--- src/rtl/arbitro_mux2.sv ---
// Round-robin arbiter for two requesters sharing one 2:1 mux and an output register.
// Latency: request accepted with same-cycle ack; word appears in salida one clock later.
// Backpressure: while salida is full and salida_ready=0 no acks are issued and salida holds.

module Mux2to1Param #(
    parameter int WIDTH = 32
) (
    input  logic             sel,
    input  logic [WIDTH-1:0] in0,
    input  logic [WIDTH-1:0] in1,
    output logic [WIDTH-1:0] out
);
    assign out = sel ? in1 : in0;
endmodule

module arbitro_mux2 #(
    parameter int WIDTH = 32
) (
    input  logic             clk,
    input  logic             reset,
    input  logic             req0,
    input  logic [WIDTH-1:0] entrada0,
    output logic             ack0,
    input  logic             req1,
    input  logic [WIDTH-1:0] entrada1,
    output logic             ack1,
    output logic             sel,
    output logic [WIDTH-1:0] salida,
    output logic             salida_valid,
    input  logic             salida_ready,
    output logic             salida_origen
);
    typedef enum logic {
        LIBRE   = 1'b0,
        OCUPADO = 1'b1
    } estado_t;

    estado_t          state;
    estado_t          state_next;
    logic             ultimo;
    logic             sel_q;
    logic             aceptar;
    logic             grant_vld;
    logic             grant_idx;
    logic [WIDTH-1:0] mux_out;

    Mux2to1Param #(.WIDTH(WIDTH)) u_mux (
        .sel (sel),
        .in0 (entrada0),
        .in1 (entrada1),
        .out (mux_out)
    );

    // State register; reset empties the output slot immediately.
    always_ff @(posedge clk or posedge reset) begin
        if (reset) begin
            state <= LIBRE;
        end else begin
            state <= state_next;
        end
    end

    // Grant decision, acks and next state. When nothing is granted sel keeps the
    // last granted index so the mux select never glitches back to 0.
    always_comb begin
        aceptar    = (state == LIBRE) || ((state == OCUPADO) && salida_ready);
        grant_vld  = 1'b0;
        grant_idx  = sel_q;
        state_next = state;
        if (!reset && aceptar) begin
            if (req0 && req1) begin
                grant_vld = 1'b1;
                grant_idx = ~ultimo;
            end else if (req0) begin
                grant_vld = 1'b1;
                grant_idx = 1'b0;
            end else if (req1) begin
                grant_vld = 1'b1;
                grant_idx = 1'b1;
            end
        end
        if (grant_vld) begin
            state_next = OCUPADO;
        end else if ((state == OCUPADO) && salida_ready) begin
            state_next = LIBRE;
        end
    end

    assign ack0         = grant_vld && (grant_idx == 1'b0);
    assign ack1         = grant_vld && (grant_idx == 1'b1);
    assign sel          = grant_idx;
    assign salida_valid = (state == OCUPADO);

    // Capture the granted word and remember who won for the alternation pointer.
    always_ff @(posedge clk or posedge reset) begin
        if (reset) begin
            salida        <= '0;
            salida_origen <= 1'b0;
            ultimo        <= 1'b1;
            sel_q         <= 1'b0;
        end else if (grant_vld) begin
            salida        <= mux_out;
            salida_origen <= grant_idx;
            ultimo        <= grant_idx;
            sel_q         <= grant_idx;
        end
    end
endmodule

--- config.mk ---
export PLATFORM = sky130hd
export DESIGN_NAME = arbitro_mux2
export DESIGN_NICKNAME = d
export VERILOG_FILES = /design/src/rtl/arbitro_mux2.sv
export SDC_FILE = /design/constraint.sdc
export NUM_CORES = 1
export LEC_CHECK = 0
export CAP_MARGIN = 5
export CELL_PAD_IN_SITES_DETAIL_PLACEMENT = 0
export CELL_PAD_IN_SITES_GLOBAL_PLACEMENT = 2
export CORE_ASPECT_RATIO = 2
export CORE_UTILIZATION = 22
export CTS_CLUSTER_SIZE = 40
export DETAILED_ROUTE_END_ITERATION = 16
export GPL_ROUTABILITY_DRIVEN = 0
export PLACE_DENSITY = 0.87
export SYNTH_ARGS = -nofsm -noshare
export SYNTH_HDL_FRONTEND = slang
export SYNTH_SLANG_ARGS = --single-unit
--- constraint.sdc ---
create_clock -name clk -period 4.4 [get_ports clk]
set_clock_uncertainty 0.15 [all_clocks]
set_input_delay 0.88 -clock clk [delete_from_list [all_inputs] [get_ports clk]]
set_output_delay 0.88 -clock clk [all_outputs]
set_load 0.005 [all_outputs]
==> impl_metrics.csv, run 1 <==
group,metric,value,unit
run_status,outcome,"finished, final reports clean",
yosys,synth_fp_nets,237,
grt,grtUsageTotal,15.8,%
yosys,synth_area,0.00176,mm^2
route,drtIter0Drc,128,
yosys,ys_async_sr_fraction,100,%
yosys,yosys_warnings,0,
grt,grt_pass1_vias,1903,
worst_setup_path,arrival,2780,ps
worst_setup_path,cp_max_fo,10,
sta,hold_viol,0,
final_layout,area_growth_syn_to_layout,72.7,%
route,wl_per_cell,17.2,um
die,core_area,0.00766,mm^2
die,num_rows,45,
sta,tightest_slew,606,ps
grt,antenna_found_initial,0,
yosys,yosysMostFrequentCell,"dfrtp_1",
yosys,ys_top_cells_by_area,"dfrtp_1, a221o_1, nor4_1",
clock_tree,cts_tree,"done",
clock_tree,clk_pin_slew,60,ps
final_layout,nets,333,
yosys,syn_area_per_cell,10.5,um^2
clock_tree,clkSinkCount,35,
final_layout,post-route-util,39.7,%
die,initial_utilization,23.0,%
die,die-height,129,um
power,internal_power,0.903,mW
placement,dpl_cell_area,0.00287,mm^2
run,cap_violations,0,
worst_setup_path,cp_common_cell,"clkdlybuf4s50_1",
worst_hold_path,min_path_type,"register to register",
worst_setup_path,crit_chain,"clkdlybuf4s50_1, nor4b_1, o21ba_2, clkdlybuf4s50_1",
final_layout,seq_area,877,um^2
yosys,synth_seq_cells,35,
route,drc,0,
final_layout,stdcell_count,359,
power,power_switching,0.297,mW
yosys,synth-edff-count,0,
power,clockPowerShare,34.7,%
power,powerDensity,394,mW/mm^2
clock_tree,cts_setup_buffers,0,
grt,grt_overflow,0,
route,wirelength,6190,um
clock_tree,holdBufCountCts,0,
power,swShare,24.7,%
clock_tree,cts_buffers,5,
route,avgViaCountPerCell,5.10,
power,vdd_drop_max,0.190,mV
final_layout,diodes,0,
yosys,synth.distinct_cells,20,
final_layout,drive_gt1_share,7.92,%
clock_tree,clockBufferDepth,2,
die,dieArea,0.00839,mm^2
placement,io_buffers,105,
power,p_comb_share,29.9,%
sta,fmax,262,MHz
yosys,syn_inst,168,
placement,hpwl,4350,um
route,via_count,1831,
power,seqPwrFrac,35.4,%
sta,final_max_slew_viol_count,0,
sta,finalCritPeriodShare,86.6,%
yosys,synth_top_area_cell,"dfrtp_1",
sta,tns,0,ps
final_layout,fillers,804,
yosys,synth_common_cells,"dfrtp_1, a221o_1, nand2_1, nor4_1, clkbuf_1",
yosys,yosysTopAreaCellShare,48.3,%
die,die_x,65.3,um
route,ant_nets,0,
worst_setup_path,max_stage_delay,620,ps
final_layout,multi_input_area,746,um^2
worst_setup_path,cp_slowest_cell,"clkdlybuf4s50_1",
power,p_leak,1.21,nW
sta,slew_headroom,59.6,%
placement,place_ws,599,ps
sta,setup_slack,589,ps
worst_setup_path,worstPathRequired,3370,ps
grt,grt_max_degree,33,
worst_setup_path,startpoint_type,"input pin",
final_layout,stdcell_area,0.00304,mm^2
clock_tree,clk_latency,280,ps
worst_setup_path,end_kind,"primary output",
sta,finalSetupViolCount,0,
worst_setup_path,critical_path_class,"input pin to primary output",
placement,place_inst,351,
grt,grt_pass1_wl,9870,um
clock_tree,cts_root_buf,"clkbuf_16",
sta,fin_crit,3810,ps
die,num_io_pins,106,
route,dr.pass1.iters,4,
clock_tree,cts.htree.levels,2,
clock_tree,cts_resized,0,
yosys,seq_area_frac_synth,49.8,%
yosys,synth-main-ff-cell,"dfrtp_1",
sta,rsz0062_at_grt,"false",
[path summary, 6_finish.rpt]
path	start	endpoint	slack (ps)	depth (start not counted)
setup / recovery	reset	sel	590	4
hold / removal	salida[16]$_DFFE_PP0P_	salida[16]$_DFFE_PP0P_	360	1
setup reg to reg	salida_valid$_DFFE_PP0P_	salida[23]$_DFFE_PP0P_	2330	4
hold reg to reg	salida[16]$_DFFE_PP0P_	salida[16]$_DFFE_PP0P_	360	1
max in group asynchronous	reset	salida[31]$_DFFE_PP0P_	2050	4
min in group asynchronous	reset	salida_origen$_DFFE_PP0P_	1350	3
[cell type report]
class / count / share of cell area (%)
timing repair buffer: 112 / 36.7
inverter: 3 / 0.370
multi-input combinational: 107 / 24.5
sequential: 35 / 28.8
clock inverter: 2 / 1.15
tap: 94 / 3.87
clock buffer: 6 / 4.57
[cell families after synthesis]
group           count (synthesis)  share of synthesized area, %
flops                          35                          49.8
compound gates                 36                          21.2
simple gates                   71                          21.0
buf+inv                        26                          8.03
[state kept, by name, indices dropped and copies added (netlist names)]
| signal | flops |
|---|---|
| salida_valid | 1 |
| ultimo | 1 |
| salida_origen | 1 |
| salida | 32 |
[layer usage]
layer  global-route usage (%)  routed length, um  up-vias
li1                         -                  -      843
met1                     17.4               2340      888
met2                     27.4               3270       82
met3                     2.66                305       18
met4                     9.46                268        0
met5                        0                  0        -
[critical path, delay by kind of cell]
kind	cells	cell delay, ps
AO/OA/AOI/OAI	1	230
buffers and inverters	2	1050
AND/OR/NAND/NOR	1	610
[placed cells by master, fill, tap and decap left out]
| cell type | netlist | routed |
|---|---|---|
| bufinv_16 | 0 | 1 |
| buf_4 | 0 | 6 |
| buf_12 | 0 | 1 |
| dfstp_2 | 1 | 1 |
| nor3_1 | 1 | 1 |
| or3_1 | 1 | 1 |
| dfrtp_1 | 34 | 34 |
| nor2_1 | 1 | 1 |
| nor2b_4 | 1 | 1 |
| a221o_1 | 32 | 32 |
| nor4b_1 | 1 | 1 |
| a21oi_1 | 1 | 1 |
| clkbuf_8 | 0 | 1 |
| clkinv_2 | 0 | 1 |
| inv_1 | 3 | 3 |
| o21ba_2 | 2 | 2 |
| nor4_1 | 32 | 32 |
| nand2b_1 | 1 | 1 |
| a2111oi_4 | 1 | 1 |
| nand2_1 | 32 | 32 |
| nor2b_2 | 0 | 1 |
| clkdlybuf4s50_1 | 0 | 105 |
| clkbuf_16 | 0 | 5 |
[per-stage QoR]
step	power, mW	hold WS, ps
after global placement	0.789	344
after global routing	1.26	375
after CTS	1.22	359
final	1.20	358
after floorplan	0.564	319
after detailed placement	0.792	350
[power groups by stage]
stage | Sequential [mW] | Combinational [mW] | Clock, mW
after floorplan | 0.433 | 0.131 | 0
after global placement | 0.431 | 0.358 | 0
after global routing | 0.435 | 0.386 | 0.442
after CTS | 0.426 | 0.362 | 0.428
after detailed placement | 0.431 | 0.361 | 0
final | 0.425 | 0.358 | 0.416
Power figures use the tool's default switching activity.
==> run 2, diff against run 1 <==
--- a/config.mk
+++ b/config.mk
@@ -5,6 +5,7 @@
 export SDC_FILE = /design/constraint.sdc
 export NUM_CORES = 1
 export LEC_CHECK = 0
+export ABC_AREA = 1
 export CAP_MARGIN = 5
 export CELL_PAD_IN_SITES_DETAIL_PLACEMENT = 0
 export CELL_PAD_IN_SITES_GLOBAL_PLACEMENT = 2
@@ -13,7 +14,7 @@
 export CTS_CLUSTER_SIZE = 40
 export DETAILED_ROUTE_END_ITERATION = 16
 export GPL_ROUTABILITY_DRIVEN = 0
-export PLACE_DENSITY = 0.87
+export PLACE_DENSITY = 0.88
 export SYNTH_ARGS = -nofsm -noshare
 export SYNTH_HDL_FRONTEND = slang
 export SYNTH_SLANG_ARGS = --single-unit
==> constraint.sdc (replaced) <==
create_clock -name clk -period 4.4 [get_ports clk]
set_clock_uncertainty 0.15 [all_clocks]
set_input_delay 0.66 -clock clk [delete_from_list [all_inputs] [get_ports clk]]
set_output_delay 0.66 -clock clk [all_outputs]
set_load 0.005 [all_outputs]
==> run 2 against run 1 <==
Cell count grew 40%; first-iteration DRC count shrank 45%; routed wire length grew 16%; combinational power grew 26%; via count grew 18%; sequential share of layout area shrank 3.0 points; critical path depth grew 2; non-clock buffer count shrank 3; die area grew 21%; power grew 5.6%; critical endpoint unchanged; highest routed layer unchanged.
==> impl_metrics.csv, run 2 <==
group,metric,value,unit
yosys,synth_common_cells,"inv_1, nand2_1, dfrtp_1",
clock_tree,cts_buffers,5,
worst_setup_path,worst_path_dominant_cell_family,"buffers and inverters",
route,wl_per_cell,14.3,um
power,vdd_drop_max,0.224,mV
route,met1_length,2600,um
final_layout,top_register,"salida",
worst_setup_path,critical_path_class,"input pin to primary output",
clock_tree,holdBufCountCts,0,
yosys,synth_xor_area_share,0,%
clock_tree,cts_tree,"done",
sta,final_max_slew_viol_count,0,
worst_setup_path,cp_common_cell,"clkdlybuf4s50_1",
final_layout,final_common_cell,"clkdlybuf4s50_1",
sta,finalSetupViolCount,0,
yosys,synth_seq_cells,35,
die,die_x,71.8,um
yosys,yosys-mux-area-fraction,0,%
clock_tree,cts_resized,0,
grt,grt_max_degree,34,
power,p_leak,1.79,nW
placement,hpwl,4980,um
sta,tightest_slew,1150,ps
worst_setup_path,critPathBufInv,4,
worst_setup_path,max_stage_delay,520,ps
yosys,yosys_warnings,0,
worst_setup_path,cp_max_fo,19,
worst_setup_path,arrival,2710,ps
grt,grt_pass1_wl,10900,um
sta,finalCritPeriodShare,80.0,%
yosys,synth_area,0.00214,mm^2
route,drc,0,
route,wl_met3,294,um
yosys,synth_compound_area_share,0.234,%
yosys,yosysTopAreaCellShare,39.7,%
route,wl_met2,4150,um
clock_tree,clockBufferDepth,2,
clock_tree,clk_pin_slew,50,ps
yosys,ys_async_sr_fraction,100,%
yosys,synth_fp_nets,370,
die,num_rows,50,
final_layout,final_cell_mix,"clkdlybuf4s50_1, inv_1, nand2_1",
yosys,ys_top_cells_by_area,"dfrtp_1, inv_1, nand4_1",
die,num_io_pins,106,
route,dr.pass1.iters,4,
die,dieArea,0.0102,mm^2
sta,tns,0,ps
yosys,synth-edff-count,0,
grt,antenna_found_initial,0,
final_layout,area_growth_syn_to_layout,58.4,%
final_layout,largest_reg_flops,32,
yosys,synth_top_area_cell,"dfrtp_1",
route,routed.top_layer,"met4",
route,via_count,2159,
run_status,outcome,"finished, final reports clean",
route,drtIter0Drc,71,
clock_tree,clkSinkCount,35,
power,powerDensity,373,mW/mm^2
worst_hold_path,min_path_type,"register to register",
route,wirelength,7190,um
final_layout,diodes,0,
clock_tree,clk_latency,280,ps
final_layout,drive_gt1_share,9.75,%
grt,grt_pass1_vias,2176,
clock_tree,cts_setup_buffers,0,
yosys,syn_area_per_cell,7.11,um^2
worst_setup_path,cp_slowest_cell,"nand4_2",
die,die-height,142,um
sta,whs,397,ps
yosys,synth_top_family_by_area,"simple AND/OR/NAND/NOR gates",
yosys,seq_area_frac_synth,41.0,%
sta,hold_viol,0,
sta,fin_crit,3520,ps
die,initial_utilization,22.8,%
yosys,synth-main-ff-cell,"dfrtp_1",
final_layout,nets,468,
worst_setup_path,end_kind,"primary output",
worst_setup_path,worstPathRequired,3590,ps
sta,slew_headroom,23.1,%
final_layout,post-route-util,36.1,%
clock_tree,cts_root_buf,"clkbuf_16",
sta,fmax,284,MHz
sta,rsz0062_at_grt,"false",
yosys,yosysMostFrequentCell,"inv_1",
placement,io_buffers,105,
worst_setup_path,crit_chain,"clkdlybuf4s50_1, inv_2, nand4_2, nand2_1, inv_1, clkdlybuf4s50_1",
clock_tree,cts.htree.levels,2,
route,ant_nets,0,
yosys,synth.distinct_cells,20,
grt,grt_overflow,0,
yosys,syn_inst,301,
yosys,synthAdderAreaFrac,0,%
worst_setup_path,startpoint_type,"input pin",
die,core_area,0.00938,mm^2
grt,grtUsageTotal,14.4,%
run,cap_violations,0,
route,avgViaCountPerCell,4.28,
yosys,synthSimpleGateAreaFrac,40.4,%
## run 2: kinds of logic (layout without fill, tap and decap cells)
kind of cell	count (synthesis)	in the layout
and+or+nand+nor	173	173
buffers and inverters	92	191
DFF	35	35
AOI/OAI and AO/OA	1	1
## run 2: cell type report
type / count / area [um^2]
Fill cell: 1017 / 5990
Timing Repair Buffer: 109 / 1080
Sequential cell: 35 / 877
Multi-Input combinational cell: 174 / 870
Inverter: 74 / 278
Clock buffer: 8 / 156
Tap cell: 104 / 130
## run 2: final timing paths
path / from / to / slack, ps / cells past startpoint
max: reset / sel / 880 / 6
min: salida[16]$_DFFE_PP0P_ / salida[16]$_DFFE_PP0P_ / 400 / 4
max reg2reg: ultimo$_DFFE_PP1P_ / salida[17]$_DFFE_PP0P_ / 2470 / 6
min reg2reg: salida[16]$_DFFE_PP0P_ / salida[16]$_DFFE_PP0P_ / 400 / 4
max in group asynchronous: reset / ultimo$_DFFE_PP1P_ / 2840 / 3
min in group asynchronous: reset / salida[27]$_DFFE_PP0P_ / 530 / 2
## run 2: where the power goes
group          switching [mW]  internal, mW
clock network           0.128         0.241
logic                   0.199         0.251
registers              0.0511         0.396
## run 2: worst reg2reg max path: cells and delay by family (launching register included)
family | cells | cell delay (ps)
flops | 1 | 520
simple gates | 4 | 690
buf+inv | 2 | 460
## run 2: stage by stage
step           total power, mW  instances  worst slack, ps  area (um^2)
5_1_grt                   1.35        504              719         3390
3_5_place_dp             0.908        496              831         3240
6_report                  1.27        504              879         3390
2_1_floorplan            0.647        301             1910         2140
3_3_place_gp             0.904        496              827         3240
4_1_cts                   1.29        504              838         3390
## run 2: metal layers
metal	vias up	track usage [%]
met3	9	1.78
met4	0	6.30
met2	65	28.8
met5	-	0
li1	1111	-
met1	974	14.1
==> variant 1 (config.mk and constraints of run 1) <==
`WIDTH` is set to 32 in 2 places; all go to 16.
--- a/src/rtl/arbitro_mux2.sv
+++ b/src/rtl/arbitro_mux2.sv
@@ -4,5 +4,5 @@
 
 module Mux2to1Param #(
-    parameter int WIDTH = 32
+    parameter int WIDTH = 16
 ) (
     input  logic             sel,
@@ -15,5 +15,5 @@
 
 module arbitro_mux2 #(
-    parameter int WIDTH = 32
+    parameter int WIDTH = 16
 ) (
     input  logic             clk,
Interface: changed (resized entrada0, entrada1 and salida); port bits go from 106 to 58. No check against the original RTL was run, so the function may have changed too.
==> variant 1 against run 1 <==
- critical endpoint is now ack1
- maximum frequency rose by 2.0%
- setup slack improved by 74 ps
- first-iteration DRC count fell by 85%
- power fell by 54%
- synthesized area fell by 44%
- global-route usage fell by 2.1 points
- sequential cell count fell by 16
- wire length fell by 49%
- highest routed layer unchanged
- worst hold slack got worse by 8.2 ps
- final area fell by 46%
==> variant 1: results (changes against run 1) <==
status: complete, no violations
footprint of the flip-flops and latches: 477 sq um (-46%)
met2 wirelength from detailed routing: 1640 um (-50%)
Iter 0 DRT Violations: 19 (-85%)
estimated wirelength of the detail-placed design: 2340 um (-46%)
met3 capacity usage during global routing: 0.0299 (+0.00328)
overall routing resource usage: 0.136 (-0.0214)
total leakage power: 0.644 nW (-47%)
Layout Nets: 184 (-45%)
Fin Hold WS: 349 ps (-8.22 ps)
largest net degree at the start of global routing: 22 (-33%)
number of buffers created by CTS: 3 (-2)
deepest level of the CTS H-tree: 1 (-1)
minimum setup slack among reg-to-reg paths: 2440 ps (+110 ps)
number of stages on the worst hold path: 2 (+1)
via count of the first global-routing pass: 976 (-49%)
PnR Total Power: 547 uW (-54%)
maximum fanout encountered on the critical timing path: 13 (+3)
amount of wire on met3 after detailed routing: 220 um (-28%)
number of cell instances on the worst register-to-register path: 3 (-1)
proportion of synthesized chip area in sequential cells: 0.483 (-0.0150)
Global Route met1 Usage: 0.147 (-0.0267)
Worst Hold Launch: ultimo
first-pass GRT wire length: 4910 um (-50%)
mean cell area of the mapped netlist: 10.7 sq um (+2.3%)
Synth Area in Compound Gates: 0.215 (+0.00381)
dominant cells by area after synthesis: sky130_fd_sc_hd__dfrtp_1 46%, sky130_fd_sc_hd__a221o_1 16%, sky130_fd_sc_hd__nor4_1 10%, sky130_fd_sc_hd__nand2_1 6.1%, sky130_fd_sc_hd__buf_6 3.4%
commonest cells in the netlist: 18 x sky130_fd_sc_hd__dfrtp_1, 16 x sky130_fd_sc_hd__a221o_1, 16 x sky130_fd_sc_hd__nand2_1, 16 x sky130_fd_sc_hd__nor4_1, 4 x sky130_fd_sc_hd__clkbuf_1
total of buffers placed on input and output ports: 57 (-46%)
[variant 1: changes by cell type after synthesis, moves of 2 or more]
cell	change
sky130_fd_sc_hd__nor4_1	-16
sky130_fd_sc_hd__dfrtp_1	-16
sky130_fd_sc_hd__clkbuf_1	-7
sky130_fd_sc_hd__nand2_1	-16
sky130_fd_sc_hd__a221o_1	-16
sky130_fd_sc_hd__buf_6	-2
sky130_fd_sc_hd__buf_2	-2
[variant 1: layout make-up]
cell class,count,share of cell area
timing repair buffer,61,0.368
sequential,19,0.292
multi-input combinational,59,0.264
tap,54,0.0414
clock buffer,4,0.0276
inverter,3,0.00690
[variant 1: worst max path at each step]
| stage | cells past startpoint | from | slack, ps | endpoint |
|---|---|---|---|---|
| 6_report | 4 | reset | 660 | ack1 |
| 5_1_grt | 4 | reset | 560 | sel |
| 4_1_cts | 4 | reset | 640 | sel |
| 3_5_place_dp | 4 | reset | 650 | sel |
| 3_3_place_gp | 4 | reset | 680 | ack1 |
| 2_1_floorplan | 5 | salida_ready | 1560 | sel |
==> variant 2 (flow settings as in run 1) <==
Made on the original files. Make the reset (`reset`) synchronous in 2 clocked blocks.
--- a/src/rtl/arbitro_mux2.sv
+++ b/src/rtl/arbitro_mux2.sv
@@ -53,5 +53,5 @@
 
     // State register; reset empties the output slot immediately.
-    always_ff @(posedge clk or posedge reset) begin
+    always_ff @(posedge clk) begin
         if (reset) begin
             state <= LIBRE;
@@ -93,5 +93,5 @@
 
     // Capture the granted word and remember who won for the alternation pointer.
-    always_ff @(posedge clk or posedge reset) begin
+    always_ff @(posedge clk) begin
         if (reset) begin
             salida        <= '0;
Check against the original RTL: differs if reset is asserted again (counterexample within 4 cycles, from zero or initial values and one cycle with reset high); with reset held inactive, the same outputs for 10 cycles.
==> variant 2 against run 1 <==
- sequential cell count is the same
- power shrank 24%
- wire length shrank 7.0%
- maximum frequency grew 6.1%
- final area shrank 7.2%
- sequential power shrank 15%
- synthesized area shrank 9.9%
- setup slack gained 220 ps
- largest cell class unchanged
- highest routed layer unchanged
==> variant 2: results (changes against run 1) <==
status: complete, no violations
path class of the lowest-slack min-delay path: register to register
Worst Hold Launch: sel_q
estimated wirelength of the detail-placed design: 4080 um (-6.3%)
total nets after synthesis: 236 (-0.42%)
Iter 0 DRT Violations: 102 (-20%)
internal cell power: 702 uW (-22%)
total of buffers placed on input and output ports: 105 (unchanged)
proportion of register bits with asynchronous set or reset after synthesis: 0 (-1.00)
dominant cells by area after synthesis: sky130_fd_sc_hd__dfxtp_1 44%, sky130_fd_sc_hd__a221o_1 20%, sky130_fd_sc_hd__nand2b_1 13%, sky130_fd_sc_hd__a21oi_1 11%, sky130_fd_sc_hd__buf_2 2.8%
Unique masters post-synth: 18 (-10%)
first-pass GRT wire length: 8620 um (-13%)
buffers inserted during post-CTS setup optimization: 0 (unchanged)
commonest cells in the netlist: 36 x sky130_fd_sc_hd__a21oi_1, 35 x sky130_fd_sc_hd__dfxtp_1, 33 x sky130_fd_sc_hd__nand2b_1
slew at the pin closest to its max-slew limit: 678 ps (+72.1 ps)
origin of the critical flop-to-flop path: salida_valid
crit path DAT: 2560 ps (-220 ps)
met3 capacity usage during global routing: 0.0212 (-0.00536)
critical path startpoint: req1
total leakage power: 1.03 nW (-15%)
number of warnings issued by yosys: 0 (unchanged)
largest net degree at the start of global routing: 36 (+9.1%)
proportion of synthesized chip area in sequential cells: 0.442 (-0.0562)
clock insertion delay at the later pin of the skew report: 270 ps
via-per-instance ratio: 4.67 (-8.4%)
clock slew at the register clock pins of the worst setup and hold paths: 50 ps
via count of the first global-routing pass: 1,698 (-11%)
overall routing resource usage: 0.157 (-0.000349)
number of search-and-repair iterations in the first detailed-routing pass: 4 (unchanged)
Global Route met1 Usage: 0.165 (-0.00863)
met2 Usage GRT: 0.286 (+0.0118)
maximum fanout encountered on the critical timing path: 17 (+7)
fraction of final layout cells sized beyond drive strength 1: 0.0566 (-0.0226)
Layout Nets: 334 (+0.30%)
VDD IR-drop max: 0.000172 V (-9.6%)
Routed wire per std cell: 16.2 um (-5.9%)
==> variant 2: cell types whose count changed in the layout (fill, tap and decap cells not counted), moves of 32 or more <==
| cell | run 1 | this run |
|---|---|---|
| sky130_fd_sc_hd__dfrtp_1 | 34 | 0 |
| sky130_fd_sc_hd__a21oi_1 | 1 | 36 |
| sky130_fd_sc_hd__dfxtp_1 | 0 | 35 |
| sky130_fd_sc_hd__nand2b_1 | 1 | 33 |
| sky130_fd_sc_hd__nor4_1 | 32 | 0 |
| sky130_fd_sc_hd__nand2_1 | 32 | 0 |
==> variant 2: routing by layer <==
layer	share of wire	vias to the layer above	wire length (um)
li1	-	825	-
met1	0.37	760	2130
met2	0.56	65	3210
met3	0.046	8	266
met4	0.026	0	147
met5	0	-	0
==> variant 2: power by group through the flow <==
stage	clock network [mW]	logic (mW)	registers, mW
floorplan	0	0.0674	0.369
global placement	0	0.202	0.368
detailed placement	0	0.203	0.368
CTS	0.359	0.205	0.362
global route	0.371	0.218	0.366
finish	0.347	0.203	0.362
==> variant 2: worst max-delay path, cell delays in order <==
cell	delay, ps
sky130_fd_sc_hd__clkdlybuf4s50_1	580
sky130_fd_sc_hd__inv_2	40
sky130_fd_sc_hd__o2111a_1	240
sky130_fd_sc_hd__buf_4	200
sky130_fd_sc_hd__nor2_1	110
sky130_fd_sc_hd__clkdlybuf4s50_1	500
==> variant 2: final timing paths <==
check | cells past startpoint | end | slack [ps]
worst max-delay path | 6 | sel | 810
worst min register to register | 2 | sel_q | 390
worst max register to register | 5 | salida[15] | 2690
worst min-delay path | 2 | sel_q | 390
==> variant 2: cell type report <==
cell class | count | area, sq um
multi-input combinational | 110 | 761
timing repair buffer | 111 | 1100
clock buffer | 6 | 139
tap | 90 | 113
fill | 654 | 4120
inverter | 2 | 7.51
sequential | 35 | 701
clock inverter | 1 | 5.00
==> variant 2: logic make-up after synthesis <==
logic type,after synthesis,synth area share
AND/OR/NAND/NOR,39,0.150
buffers and inverters,22,0.0789
flip-flops,35,0.442
AO/OA/AOI/OAI,71,0.330
==> variant 2: stage by stage <==
step                      power [mW]  setup WS, ps  cells  cell area [sq um]  utilization
after floorplan                0.436          1710    167               1590            -
after global placement         0.571           826    348               2680        0.386
after detailed placement       0.572           813    348               2680        0.386
after CTS                      0.926           797    355               2820        0.407
after global routing           0.955           694    355               2820        0.407
final                          0.912           808    355               2820        0.407
